[config.mk]
export PLATFORM = sky130hd
export DESIGN_NAME = ahb_burst_seq
export DESIGN_NICKNAME = d
export VERILOG_FILES = /design/src/rtl/ahb_burst_seq.sv
export SDC_FILE = /design/constraint.sdc
export NUM_CORES = 1
export LEC_CHECK = 0
export BUFFER_PORTS_ARGS = -buffer_cell sky130_fd_sc_hd__buf_2
export CAP_MARGIN = 20
export CELL_PAD_IN_SITES_DETAIL_PLACEMENT = 0
export CELL_PAD_IN_SITES_GLOBAL_PLACEMENT = 1
export CORE_MARGIN = 2
export CORE_UTILIZATION = 34
export CTS_CLUSTER_DIAMETER = 40
export DETAILED_ROUTE_END_ITERATION = 16
export PLACE_DENSITY_LB_ADDON = 0.1
export SLEW_MARGIN = 0
export SYNTH_ARGS = -nofsm -noshare
export SYNTH_HDL_FRONTEND = slang
export SYNTH_SLANG_ARGS = --single-unit
[constraint.sdc]
create_clock -name clk -period 2.07 [get_ports clk]
set_clock_uncertainty 0.1 [all_clocks]
set_input_delay 0.207 -clock clk [delete_from_list [all_inputs] [get_ports clk]]
set_output_delay 0.207 -clock clk [all_outputs]
set_load 0.02 [all_outputs]
[src/rtl/ahb_burst_seq.sv]
// Burst address sequencer: expands one AHB burst request into per-beat address phases.
// Optional macro AHB_BURST_SEQ_1KB_SPLIT_EN restarts INCR bursts as NONSEQ at 1 KB crossings.
module ahb_burst_seq #(
   parameter int unsigned ADDR_W  = 32,
   parameter int unsigned DATA_W  = 32,
   parameter int unsigned MAX_LEN = 8,
   parameter int unsigned LEN_W   = $clog2(MAX_LEN) + 1
) (
   input  logic                clk,
   input  logic                rst_n,
   input  logic                req_valid,
   output logic                req_ready,
   input  logic                req_write,
   input  logic [1:0]          req_incr,
   input  logic [ADDR_W-1:0]   req_addr,
   input  logic [LEN_W-1:0]    req_len,
   input  logic [DATA_W/8-1:0] req_byte_sel,
   output logic                beat_valid,
   input  logic                beat_ready,
   output logic [ADDR_W-1:0]   beat_addr,
   output logic                beat_write,
   output logic [DATA_W/8-1:0] beat_byte_sel,
   output logic                beat_first,
   output logic                beat_last,
   output logic [LEN_W-1:0]    beat_idx,
   output logic                req_err
);

   localparam int unsigned STRB_W = DATA_W / 8;
   localparam int unsigned SHIFT  = $clog2(STRB_W);

   localparam logic [1:0] INCR_FIXED = 2'd0;
   localparam logic [1:0] INCR_INCR  = 2'd1;
   localparam logic [1:0] INCR_WRAP  = 2'd2;
   localparam logic [1:0] INCR_RSVD  = 2'd3;

   typedef enum logic {StIdle, StBurst} state_e;

   state_e              state_q, state_d;
   logic [ADDR_W-1:0]   addr_q, addr_d;
   logic [LEN_W-1:0]    idx_q, idx_d;
   logic [LEN_W-1:0]    len_q, len_d;
   logic [1:0]          incr_q, incr_d;
   logic                write_q, write_d;
   logic [STRB_W-1:0]   bsel_q, bsel_d;
   logic                first_q, first_d;
   logic                err_q, err_d;

   logic                req_hs, beat_hs, req_legal, is_last;
   logic                len_ok, incr_ok, wrap_ok, align_ok;
   logic [ADDR_W-1:0]   wrap_mask, incr_addr, next_addr;

   // Request legality
   always_comb begin
      len_ok    = (req_len != '0) && (req_len <= LEN_W'(MAX_LEN));
      incr_ok   = (req_incr != INCR_RSVD);
      wrap_ok   = (req_incr != INCR_WRAP) || ((req_len & (req_len - LEN_W'(1))) == '0);
      align_ok  = ((req_addr & ADDR_W'(STRB_W - 1)) == '0);
      req_legal = len_ok && incr_ok && wrap_ok && align_ok;
   end

   // Beat address advance; wrap mask is the burst footprint len*S minus one
   always_comb begin
      wrap_mask = (ADDR_W'(len_q) << SHIFT) - ADDR_W'(1);
      incr_addr = addr_q + ADDR_W'(STRB_W);
      unique case (incr_q)
         INCR_FIXED: next_addr = addr_q;
         INCR_INCR:  next_addr = incr_addr;
         INCR_WRAP:  next_addr = (addr_q & ~wrap_mask) | (incr_addr & wrap_mask);
         default:    next_addr = addr_q;
      endcase
   end

   assign req_hs  = req_valid & req_ready;
   assign beat_hs = beat_valid & beat_ready;
   assign is_last = (idx_q == len_q - LEN_W'(1));

   // State register
   always_ff @(posedge clk or negedge rst_n) begin
      if (!rst_n) begin
         state_q <= StIdle;
      end else begin
         state_q <= state_d;
      end
   end

   // Next-state logic
   always_comb begin
      state_d = state_q;
      unique case (state_q)
         StIdle:  if (req_hs && req_legal) state_d = StBurst;
         StBurst: if (beat_hs && is_last)  state_d = StIdle;
         default: state_d = StIdle;
      endcase
   end

   // Output logic
   always_comb begin
      req_ready     = (state_q == StIdle);
      beat_valid    = (state_q == StBurst);
      beat_first    = beat_valid & first_q;
      beat_last     = beat_valid & is_last;
      beat_addr     = addr_q;
      beat_idx      = idx_q;
      beat_write    = write_q;
      beat_byte_sel = bsel_q;
      req_err       = err_q;
   end

   // Datapath next-state
   always_comb begin
      addr_d  = addr_q;
      idx_d   = idx_q;
      len_d   = len_q;
      incr_d  = incr_q;
      write_d = write_q;
      bsel_d  = bsel_q;
      first_d = first_q;
      err_d   = 1'b0;
      if (req_hs) begin
         if (req_legal) begin
            addr_d  = req_addr;
            idx_d   = '0;
            len_d   = req_len;
            incr_d  = req_incr;
            write_d = req_write;
            bsel_d  = req_byte_sel;
            first_d = 1'b1;
         end else begin
            err_d = 1'b1;
         end
      end
      if (beat_hs) begin
         addr_d  = next_addr;
         idx_d   = idx_q + LEN_W'(1);
         first_d = 1'b0;
`ifdef AHB_BURST_SEQ_1KB_SPLIT_EN
         if ((incr_q == INCR_INCR) && ((next_addr & ADDR_W'(10'h3FF)) == '0) && !is_last) begin
            first_d = 1'b1;
         end
`endif
      end
   end

   always_ff @(posedge clk or negedge rst_n) begin
      if (!rst_n) begin
         addr_q  <= '0;
         idx_q   <= '0;
         len_q   <= '0;
         incr_q  <= INCR_FIXED;
         write_q <= 1'b0;
         bsel_q  <= '0;
         first_q <= 1'b0;
         err_q   <= 1'b0;
      end else begin
         addr_q  <= addr_d;
         idx_q   <= idx_d;
         len_q   <= len_d;
         incr_q  <= incr_d;
         write_q <= write_d;
         bsel_q  <= bsel_d;
         first_q <= first_d;
         err_q   <= err_d;
      end
   end

endmodule

; ---- Word level (Yosys, flattened, before mapping)
; Cells that the tools add are included.
[totals]
out_inout_bits = 46
ff_bits = 50
wordCells = 61
in_bits = 47
[classes]
n_addsub = 5
n_reduce_logical = 15
mux = 15
order_cmp = 1
n_eq_ne = 6
bitwise_logic = 10
[op_table]
columns = cell, n
row1 = $mux 32, 3
row2 = $and 32x32->32, 2
row3 = $pmux 32 s2, 1
row4 = $add 32x3->32 const B, 1
row5 = $logic_not 32->1, 1
row6 = $not 32->32, 1
row7 = $or 32x32->32, 1
row8 = $mux 4, 3
row9 = $sub 4x1->4 const B, 2
row10 = $mux 1, 7
row11 = $sub 6x1->7 const B, 1
row12 = $logic_and 1x1->1, 6
row13 = $add 4x1->4 const B, 1
row14 = $and 1x1->1, 4
row15 = $and 4x4->4, 1
row16 = $eq 4x4->1, 1
row17 = $le 4x4->1 const B, 1
row18 = $logic_not 4->1, 1
row19 = $ne 2x2->1 const B, 2
row20 = $reduce_and 2->1, 2
row21 = $reduce_bool 2->1, 2
row22 = $reduce_bool 4->1, 1
row23 = $ne 3x1->1 const B, 1
row24 = $reduce_and 3->1, 1
row25 = 5 further kinds, 5

; ---- Logic depth before layout (Yosys ltp)
[depth]
ltp_word = 9
ltp_mapped = 8
ltp_nobuf = 7

; ---- Worst setup path before layout
; Ideal clock, no wire load.
[synth_timing]
path_type = register to register
start = reg addr_q[2], in the netlist beat_addr[2]
end = reg with a tool-made name
setup_slack_ns = 0.087
period_less_slack_ns = 1.983
required_time_ns = 1.888
arrival_ns = 1.800
setup_ns = 0.082
path_stages_with_launch = 7
n_path_buf = 0
path_cell_list = dfrtp_1 > ha_1 > nand3_1 > nor2_1 > and3_1 > a22oi_1 > o22ai_1
[synth_lines]
columns = element, line
row1 = "start, declared", 40  ; logic [ADDR_W-1:0] addr_q, addr_d;
row2 = "start signal, assigned", 156  ; addr_q <= addr_d;

; ---- Final worst setup path
[layout_timing]
start = reg len_q[1]
end = out beat_last
[layout_between]
elab_chain_len = 3
[layout_lines]
columns = element, line
row1 = "start, declared", 42  ; logic [LEN_W-1:0] len_q, len_d;
row2 = "start signal, assigned", 158  ; len_q <= len_d;
row3 = $sub 4x1->4, 76  ; assign is_last = (idx_q == len_q - LEN_W'(1));
row4 = $eq 4x4->1, 76
row5 = $and 1x1->1, 102  ; beat_last = beat_valid & is_last;
row6 = "end, declared", 24  ; output logic beat_last,
; No other way between the ends.

==> flow_summary.toml <==
[min_path]
hp-start = "req_incr[1]"
hold_class = "in -> reg"
whs_endpoint = "incr_q[1]$_DFFE_PN0P_"
whs_path_depth = 3

[sta]
fmax_mhz = 454
relSlewSlack_pct = 51.8
period_needed_ns = 2.20
rsz0062_at_grt = "true"
setup_viol = 26
hold_viol_final = 0
setup_ws_ns = -0.134
min_period_over_period_pct = 106
maxSlewViolCount = 0
worstMarginPinSlew_ns = 0.723

[yosys]
syn_inst = 358
yosysWarningCount = 0
async_flop_share_pct = 100
ys.flop_type = "dfrtp_1"
synth.distinct_cells = 60
ys_ff_latch = 50
syn_nets = 408
netlist_area_um2 = 3100
yosys.area.top_type = "dfrtp_1"
synth_edf_count = 0
seq_area_frac_synth_pct = 40.3
syn_avg_cell_area_um2 = 8.66
synth.top_cell.area_share_pct = 40.3
synthTopCellsByArea = "dfrtp_1 (40%), nand2_1 (6.5%), o31ai_1 (4.6%)"

[setup_path]
cp-end-kind = "output port"
crit_path_start_kind = "register"
crit_required_ns = 1.76
crit_path_start = "len_q[1]$_DFFE_PN0P_"
path_class = "reg -> out"
path_cells = "inv_2 -> ha_4 -> xnor2_4 -> xnor2_1 -> nor4_2 -> and2_1 -> buf_6"
critPathMaxStageDelay_ns = 0.42
path_max_fanout = 2
cp.arrival_ns = 1.90
crit_slowest_cell = "dfrtp_1"
r2r_start = "len_q[1]$_DFFE_PN0P_"
rrSetupSlack_ns = -0.07
reg2reg_depth = 9

[power]
seq_power_share_pct = 30.5
p_comb_share_pct = 55.0
p_sw_mw = 2.80
power_mw = 6.16
power_density_nw_per_um2 = 1390
p_leak_nw = 2.02
sw_frac_of_total_pct = 45.5
power_frac_clock_pct = 14.5
intPower_mw = 3.36
peakVddDrop_mv = 0.627

[clock_network]
h-tree-depth = 2
clockBufferDepth = 2
clkSlewWorstSetupHoldPaths_ns = 0.10
root_buffer = "clkbuf_8"
cts_tree = "yes"
clkSinkCount = 50
cts-buffers-inserted = 5
clock_latency_ns = 0.32

[floorplanning]
die_w_um = 99.5
core-area_um2 = 8760
start_util_pct = 35.4
io_pins = 93
die_area_um2 = 9900
rows = 34
die_y_um = 99.5

[layout]
layout_common_cells = "buf_2 (91), nand2_1 (53), dfrtp_1 (49), buf_4 (31), o21ai_2 (23)"
drive_above_1_share_pct = 41.2
regArea_um2 = 1250
area_growth_pct = 43.2
n_fill_cell = 879
nets = 535
antenna_cells = 0
final_common_cell = "buf_2"
multi_input_area_um2 = 1940
postLayoutCoreUtil_pct = 50.7

[routing]
drtIter0Drc = 162
drt-wirelength-per-cell_um = 17.5
dr_total_vias = 3333
postRouteAntennaNets = 0
viasPerCell = 5.61
dr.pass1.iters = 4
drc_errors = 0
totalWireLength_mm = 10.4

[global_routing]
antenna_found_initial = 0
grt_max_degree = 34
overflow = 0
grt_pass1_vias = 3203
grtUsageTotal_pct = 20.6
grt_first_pass_wirelength_mm = 16.4

[run]
maxCapViolations = 0

[status]
violations = "negative setup slack"
run_status = "finished with violations"

[placement]
io_buffers = 92
dp_hpwl_mm = 7.11
gp_congestion = 0.812
-- critical path, delay by kind of cell, from the launching register on --
family,cells,cell delay [ns]
and+or+nand+nor,2,0.50
DFF,1,0.42
xor gates and xnor gates,2,0.28
buffers and inverters,2,0.19
adders and majority gates,1,0.18
-- Yosys cell counts, types with 2 or more instances --
cell,number
o211ai_1,2
ha_1,3
or4_1,2
o31ai_1,19
a22oi_1,15
a31oi_1,9
a21oi_1,15
o22ai_1,5
o21ai_0,14
and2_1,8
dfrtp_1,50
nand3_1,8
nor3b_1,3
clkbuf_1,12
buf_6,3
inv_1,6
nand2_1,54
nand4_1,8
a41oi_1,5
o31a_1,4
o21ai_1,23
buf_2,5
nor3_1,9
a21boi_0,2
nor2b_1,2
xor2_1,3
a2bb2oi_1,2
xnor2_1,6
o21a_1,2
nor4_1,5
nand2b_1,2
and3_1,8
nor2_1,17
-- power by group through the flow --
stage	clock network [mW]	logic (mW)	registers [mW]
5_1_grt	0.941	3.68	1.95
3_3_place_gp	0	2.78	1.87
4_1_cts	0.895	2.94	1.87
3_5_place_dp	0	2.80	1.88
2_1_floorplan	0	1.29	2.29
6_report	0.894	3.39	1.88
-- through the flow --
step | instance area (µm²) | setup WS [ns] | hold slack (ns) | std cells | TNS (ns)
floorplan | 3100 | 0.0873 | -0.189 | 358 | 0
detailed placement | 3870 | 0.0147 | 0.192 | 571 | 0
finish | 4440 | -0.134 | 0.0107 | 594 | -0.941
global placement | 3870 | 0.0583 | 0.204 | 571 | 0
global route | 4440 | -0.230 | 0.0221 | 594 | -2.58
CTS | 4140 | -0.150 | 0.0106 | 587 | -0.156
-- timing repair --
item                       CTS  global route
hold endpoints to repair    32             0
buffers inserted             1             5
pin swaps                    4            23
setup endpoints to repair    2            27
hold buffers                 7             0
gates cloned                 0             2
gates resized for setup     11            60
-- routing by layer --
layer	global-route usage (%)	up-vias	wire (µm)
met5	0	-	0
met4	5.37	0	158
met3	3.30	13	455
met2	34.3	94	5040
met1	28.1	1625	4770
li1	-	1601	-
-- area by class of cell --
class / instances / share of cell area (%)
flip-flops and latches: 50 / 28.2
repair buffers: 141 / 21.3
well taps: 108 / 3.04
multi-input cells: 281 / 43.7
clock buffers: 6 / 1.86
clock inverters: 2 / 1.35
inverters: 6 / 0.507
-- how the worst max path moves through the flow --
stage | cells after the start | slack, ns | endpoint
5_1_grt | 7 | -0.23 | beat_last
3_5_place_dp | 8 | 0.01 | register
6_report | 7 | -0.13 | beat_last
4_1_cts | 7 | -0.15 | beat_last
3_3_place_gp | 8 | 0.06 | register
2_1_floorplan | 6 | 0.09 | register
-- kinds of logic after synthesis --
group	Yosys count	synth area share, %
AO/OA/AOI/OAI	129	28.0
XOR/XNOR	9	2.54
adder cells (fa/ha/maj)	4	1.57
buffers and inverters	27	4.32
flip-flops	50	40.3
multiplexers	1	0.323
AND/OR/NAND/NOR	138	23.0
Note: power is estimated with default switching activity, not from simulation.
